### config.mk
export PLATFORM = sky130hd
export DESIGN_NAME = divider_monitor
export DESIGN_NICKNAME = d
export VERILOG_FILES = /design/src/rtl/divider_monitor.sv
export SDC_FILE = /design/constraint.sdc
export NUM_CORES = 1
export LEC_CHECK = 0
export CELL_PAD_IN_SITES_DETAIL_PLACEMENT = 2
export CELL_PAD_IN_SITES_GLOBAL_PLACEMENT = 2
export CORE_MARGIN = 5
export CORE_UTILIZATION = 36
export DETAILED_ROUTE_END_ITERATION = 8
export PLACE_DENSITY = 0.88
export SYNTH_ARGS = -nofsm -noshare
export SYNTH_HDL_FRONTEND = slang
export SYNTH_SLANG_ARGS = --single-unit
### constraint.sdc
create_clock -name clk -period 3 [get_ports clk]
set_input_delay 0.6 -clock clk [delete_from_list [all_inputs] [get_ports clk]]
set_output_delay 0.6 -clock clk [all_outputs]
set_load 0.05 [all_outputs]
### src/rtl/divider_monitor.sv
// rtl/divider_monitor.sv - period/high-time monitor for divider outputs (optional macro SYNC_EN adds an input synchronizer)
module divider_monitor #(
  parameter int W          = 16,
  parameter int EXP_PERIOD = 32,
  parameter int EXP_HIGH   = 16,
  parameter int TOL        = 0,
  parameter int TIMEOUT    = 1024
) (
  input  logic         clk,
  input  logic         rst,
  input  logic         sig_in,
  output logic [W-1:0] period,
  output logic [W-1:0] high_time,
  output logic         meas_valid,
  output logic         match,
  output logic         stuck,
  output logic [7:0]   err_count
);

  typedef enum logic [1:0] {IDLE, HIGH, LOW} state_t;

  localparam logic [W-1:0] CNT_MAX = '1;
  localparam logic [W-1:0] EXP_P   = W'(EXP_PERIOD);
  localparam logic [W-1:0] EXP_H   = W'(EXP_HIGH);
  localparam logic [W-1:0] TOL_W   = W'(TOL);
  // quiet reaches TIMEOUT on the same edge that sets stuck
  localparam logic [W-1:0] TO_LAST = W'(TIMEOUT - 1);

  logic         sig_src;
  logic         sig_d, sig_q;
  logic         rise, fall;
  logic [W-1:0] cnt;
  logic [W-1:0] quiet;
  logic [W-1:0] hi_q;
  logic         timeout;
  logic [W-1:0] p_diff, h_diff;
  logic         meas_ok;
  logic         latch_hi, publish;
  state_t       state_q, state_d;

`ifdef SYNC_EN
  logic sync_a, sync_b;

  // two-flop synchronizer so sig_in may come from another clock domain
  always_ff @(posedge clk or negedge rst) begin
    if (!rst) begin
      sync_a <= 1'b0;
      sync_b <= 1'b0;
    end else begin
      sync_a <= sig_in;
      sync_b <= sync_a;
    end
  end

  assign sig_src = sync_b;
`else
  assign sig_src = sig_in;
`endif

  // edge history: sig_d is the current sample, sig_q the previous one
  always_ff @(posedge clk or negedge rst) begin
    if (!rst) begin
      sig_d <= 1'b0;
      sig_q <= 1'b0;
    end else begin
      sig_d <= sig_src;
      sig_q <= sig_d;
    end
  end

  assign rise    = sig_d & ~sig_q;
  assign fall    = ~sig_d & sig_q;
  assign timeout = ~rise & ~fall & (quiet == TO_LAST);

  // cnt restarts at each rise, so it reads the high time on a fall and the period on a rise
  always_ff @(posedge clk or negedge rst) begin
    if (!rst) begin
      cnt <= '0;
    end else if (rise) begin
      cnt <= {{(W-1){1'b0}}, 1'b1};
    end else if (cnt != CNT_MAX) begin
      cnt <= cnt + 1'b1;
    end
  end

  // quiet counts cycles since the last edge of either polarity, for stuck detection
  always_ff @(posedge clk or negedge rst) begin
    if (!rst) begin
      quiet <= '0;
    end else if (rise || fall) begin
      quiet <= {{(W-1){1'b0}}, 1'b1};
    end else if (quiet != CNT_MAX) begin
      quiet <= quiet + 1'b1;
    end
  end

  // absolute deviation of the finishing measurement from the expected values
  always_comb begin
    p_diff = (cnt  >= EXP_P) ? (cnt  - EXP_P) : (EXP_P - cnt);
    h_diff = (hi_q >= EXP_H) ? (hi_q - EXP_H) : (EXP_H - hi_q);
  end

  assign meas_ok = (p_diff <= TOL_W) && (h_diff <= TOL_W);

  // state register
  always_ff @(posedge clk or negedge rst) begin
    if (!rst) begin
      state_q <= IDLE;
    end else begin
      state_q <= state_d;
    end
  end

  // next state: first rise after IDLE only arms, a rise in LOW closes a full period
  always_comb begin
    state_d  = state_q;
    latch_hi = 1'b0;
    publish  = 1'b0;
    case (state_q)
      IDLE: begin
        if (rise) state_d = HIGH;
      end
      HIGH: begin
        if (fall) begin
          latch_hi = 1'b1;
          state_d  = LOW;
        end
      end
      LOW: begin
        if (rise) begin
          publish = 1'b1;
          state_d = HIGH;
        end
      end
      default: state_d = IDLE;
    endcase
    if (timeout) state_d = IDLE;
  end

  // capture the high time at the falling edge
  always_ff @(posedge clk or negedge rst) begin
    if (!rst) begin
      hi_q <= '0;
    end else if (latch_hi) begin
      hi_q <= cnt;
    end
  end

  // publish results; outputs hold between publishes and across a stuck period
  always_ff @(posedge clk or negedge rst) begin
    if (!rst) begin
      period     <= '0;
      high_time  <= '0;
      match      <= 1'b0;
      meas_valid <= 1'b0;
      err_count  <= 8'd0;
    end else begin
      meas_valid <= publish;
      if (publish) begin
        period    <= cnt;
        high_time <= hi_q;
        match     <= meas_ok;
        if (!meas_ok && (err_count != 8'hFF)) err_count <= err_count + 8'd1;
      end
    end
  end

  // stuck sets after TIMEOUT edge-free cycles and clears on the next rise
  always_ff @(posedge clk or negedge rst) begin
    if (!rst) begin
      stuck <= 1'b0;
    end else if (timeout) begin
      stuck <= 1'b1;
    end else if (rise) begin
      stuck <= 1'b0;
    end
  end

endmodule

==> summary.md <==
| Metric | Value |
|---|---|
| Maximum root-to-sink buffer count | `2` |
| Synth Instances | `a little under 500` |
| Yosys top cell by area | `dfrtp_1` |
| Avg Synthesized Cell Area | `between 9 and 10 um^2` |
| Max VDD drop | `0.2183 mV` |
| CTS tree | `done` |
| Die area | `around 15,000 um^2` |
| Netlist cell types | `56` |
| Measured slew at the worst slew-check pin | `0.8316 ns` |
| Largest net degree at the start of global routing | `just under 50` |
| Delay of the slowest critical-path stage | `approximately 0.43 ns` |
| Clk sinks | `95` |
| Crit Path Class | `reg2reg` |
| H-tree levels | `3` |
| Post-route total power | `0.003611 W` |
| Detail Placement HPWL | `between 10,000 and 15,000 um` |
| Share of the synthesized area in the top cell type | `between 50% and 60%` |
| Period utilisation layout | `between 90% and 100%` |
| Wire per inst | `19.62 um` |
| Primary FF master, synth | `dfrtp_1` |
| Die height | `roughly 120 um` |
| Design area | `5629 um^2` |
| CP max-delay cell | `dfrtp_1` |
| Final Max Tran Viols | `0` |
| Max transition margin | `approximately 44%` |
| Nets | `550` |
| Tmin final | `2.874 ns` |
| Critical Path End Type | `flip-flop` |
| First-pass GRT wire length | `23,070 um` |
| Critical Path Source Type | `flip-flop` |
| Count leader, synth | `nand2_1` |
| FF+latch count, synth | `95` |
| Crit-path max FO | `8` |
| IO Port Bufs | `45` |
| Syn nets | `497` |
| EDFF count, synth | `0` |
| DRC Markers | `0` |
| Hold slack | `0.2716 ns` |
| Number of I/O pins | `46` |
| RePlAce Congestion | `0.8696` |
| CP cell instances | `inv_1 -> ha_1 -> nor3b_2 -> nand2_1 -> a2111oi_4 -> o21ai_2 -> nor4_4 -> nand4_4 -> nand2_4 -> mux2_4` |
| Die W | `123.4 um` |
| DR pass1 iterations | `4` |
| CTS hold repair buffers | `0` |
| Hold Fails Final Rpt | `0` |
| Core ar. | `12,620 um^2` |
| Cell Area, Placed | `5331 um^2` |
| P&R area growth vs syn | `21.69%` |
| CP Data Required Time | `roughly 3.2 ns` |
| Initial Utilization | `36.65%` |
| Synth top area cells | `dfrtp_1, nand2_1, xnor2_1, ha_1, o21ai_0` |
| Routed via count | `~3,800` |
| Synth Warn # | `0` |
| ANT cells | `0` |
| Status | `completed` |
| Share of layout cells above drive strength 1 | `roughly 11%` |
| Fmax | `roughly 350 MHz` |
| Skew final | `approximately 0.0056 ns` |
| Total global routing overflow | `0` |
| Post-synthesis sequential area ratio | `51.39%` |
| Clock latency on the worst-skew pair | `roughly 0.35 ns` |
| Rows | `41` |
| Num CTS Buffers | `9` |
| All-Layer GR Usage | `between 10% and 20%` |
| Initial antenna violation count | `0` |
| Critical Path AT | `3.11 ns` |
| Root Buffer | `clkbuf_16` |
| Number of global-route vias before repair | `approximately 4,300` |
| Worst min-delay path class | `in2async` |
| Fraction of registers with async set/reset | `100.0%` |
| PD cells | `641.5 nW/um^2` |
| RSZ-0062 raised after global routing | `no` |
| WL final | `~14,000 um` |
| Post-CTS setup buffers | `0` |
| Setup WS post-layout | `around 0.13 ns` |
| Most instantiated cells after synthesis | `nand2_1, dfrtp_1, nor2_1` |
| Max_cap viols | `0` |
| LEAKAGE | `approximately 2.6 nW` |
| Initial DRC Count | `about 200` |
| Final Util | `between 40% and 50%` |
| Reg clk slew, reported paths | `around 0.060 ns` |
| Post-DRT Antenna Nets | `0` |
| Netlist Area Pre-Place | `around 4600 um^2` |
| Mean number of vias per cell | `about 5.3` |
| Final setup violation count | `0` |
| Placement Setup Slack | `-0.01305 ns` |
## cell usage in the layout, fill, tap and decap left out, types with 3 or more instances in the layout
cell type	synthesis	routed
o21ai_0	30	30
mux2_2	9	9
nand3_1	14	14
mux2i_1	3	3
clkbuf_16	0	9
a31oi_1	4	4
clkdlybuf4s50_1	0	44
and3_1	10	10
nand3b_1	4	4
nand4_1	10	10
buf_4	1	17
or3_1	7	7
nand2_1	114	114
nor4_1	8	8
ha_1	12	12
nor3_1	12	12
dfrtp_1	95	95
xor2_1	12	11
nor2_1	34	34
inv_1	18	17
xnor2_1	18	18
a21oi_1	10	10
## repair_timing
item	CTS	global route
pin swaps	0	1
gates resized for setup	1	3
cloned	0	0
setup endpoints to repair	1	1
endpoints found under the hold margin	0	0
## kinds of logic (layout without fill, tap and decap cells)
kind of cell               count (synthesis)  in the layout  synth area share, %
adders and majority gates                 12             12                3.246
muxes                                     13             13                3.165
xor gates and xnor gates                  30             30                5.680
AOI/OAI and AO/OA                         59             59                8.169
buffers and inverters                     38             96                3.570
DFF                                       95             95                51.39
and+or+nand+nor                          235            235                24.78
## metrics by stage
stage	setup TNS [ns]	cells
finish	0	712
global route	0	712
CTS	0	712
detailed placement	-0.01305	696
global placement	0	696
floorplan	0	482
## area by class of cell
cell class / count / area, um^2
Inverter: 18 / 67.56
Fill cell: 1362 / 6990
Clock buffer: 13 / 260.3
Clock inverter: 3 / 17.52
Tap cell: 172 / 215.2
Multi-Input combinational cell: 349 / 2103
Sequential cell: 95 / 2377
Timing Repair Buffer: 62 / 588.1
## state kept, by name (all words and copies together), names as in the netlist
register    count
cnt            16
err_count       8
hi_q           16
high_time      16
match           1
meas_valid      1
period         16
quiet          16
sig_d           1
sig_q           1
state_q         2
stuck           1
## per-layer routing
metal / wire [um] / global-route usage [%] / part of all wire (%)
met5: 0 / 0 / 0
met4: 281 / 6.920 / 2.0
met3: 423 / 2.882 / 3.0
met2: 7303 / 35.61 / 52
met1: 5962 / 23.82 / 43
## power by group
| part | switching, W | total (W) | internal (W) |
|---|---|---|---|
| combinational | 0.000613 | 0.000962 | 0.000348 |
| sequential | 0.000145 | 0.00156 | 0.00141 |
| clock | 0.000486 | 0.00109 | 0.000606 |
| total | 0.00125 | 0.00361 | 0.00237 |
## path summary, 6_finish.rpt
path	startpoint	to	slack (ns)	depth (start not counted)
hold / removal	rst	high_time[0]	0.27	1
hold reg to reg	sig_d	sig_q	0.42	0
setup / recovery	hi_q[5]	err_count[1]	0.13	10
setup reg to reg	hi_q[5]	err_count[1]	0.13	10
max in group asynchronous	rst	quiet[15]	2.04	2
min in group clk	sig_d	sig_q	0.42	0
## worst max-delay path, delay by kind of cell, from the launching register on
| kind | cells | cell delay (ns) |
|---|---|---|
| simple gates | 5 | 1.08 |
| compound gates | 2 | 0.52 |
| flops | 1 | 0.43 |
| mux | 1 | 0.30 |
| fa+ha+maj | 1 | 0.23 |
| buf+inv | 1 | 0.20 |
Power figures use the tool's default switching activity.
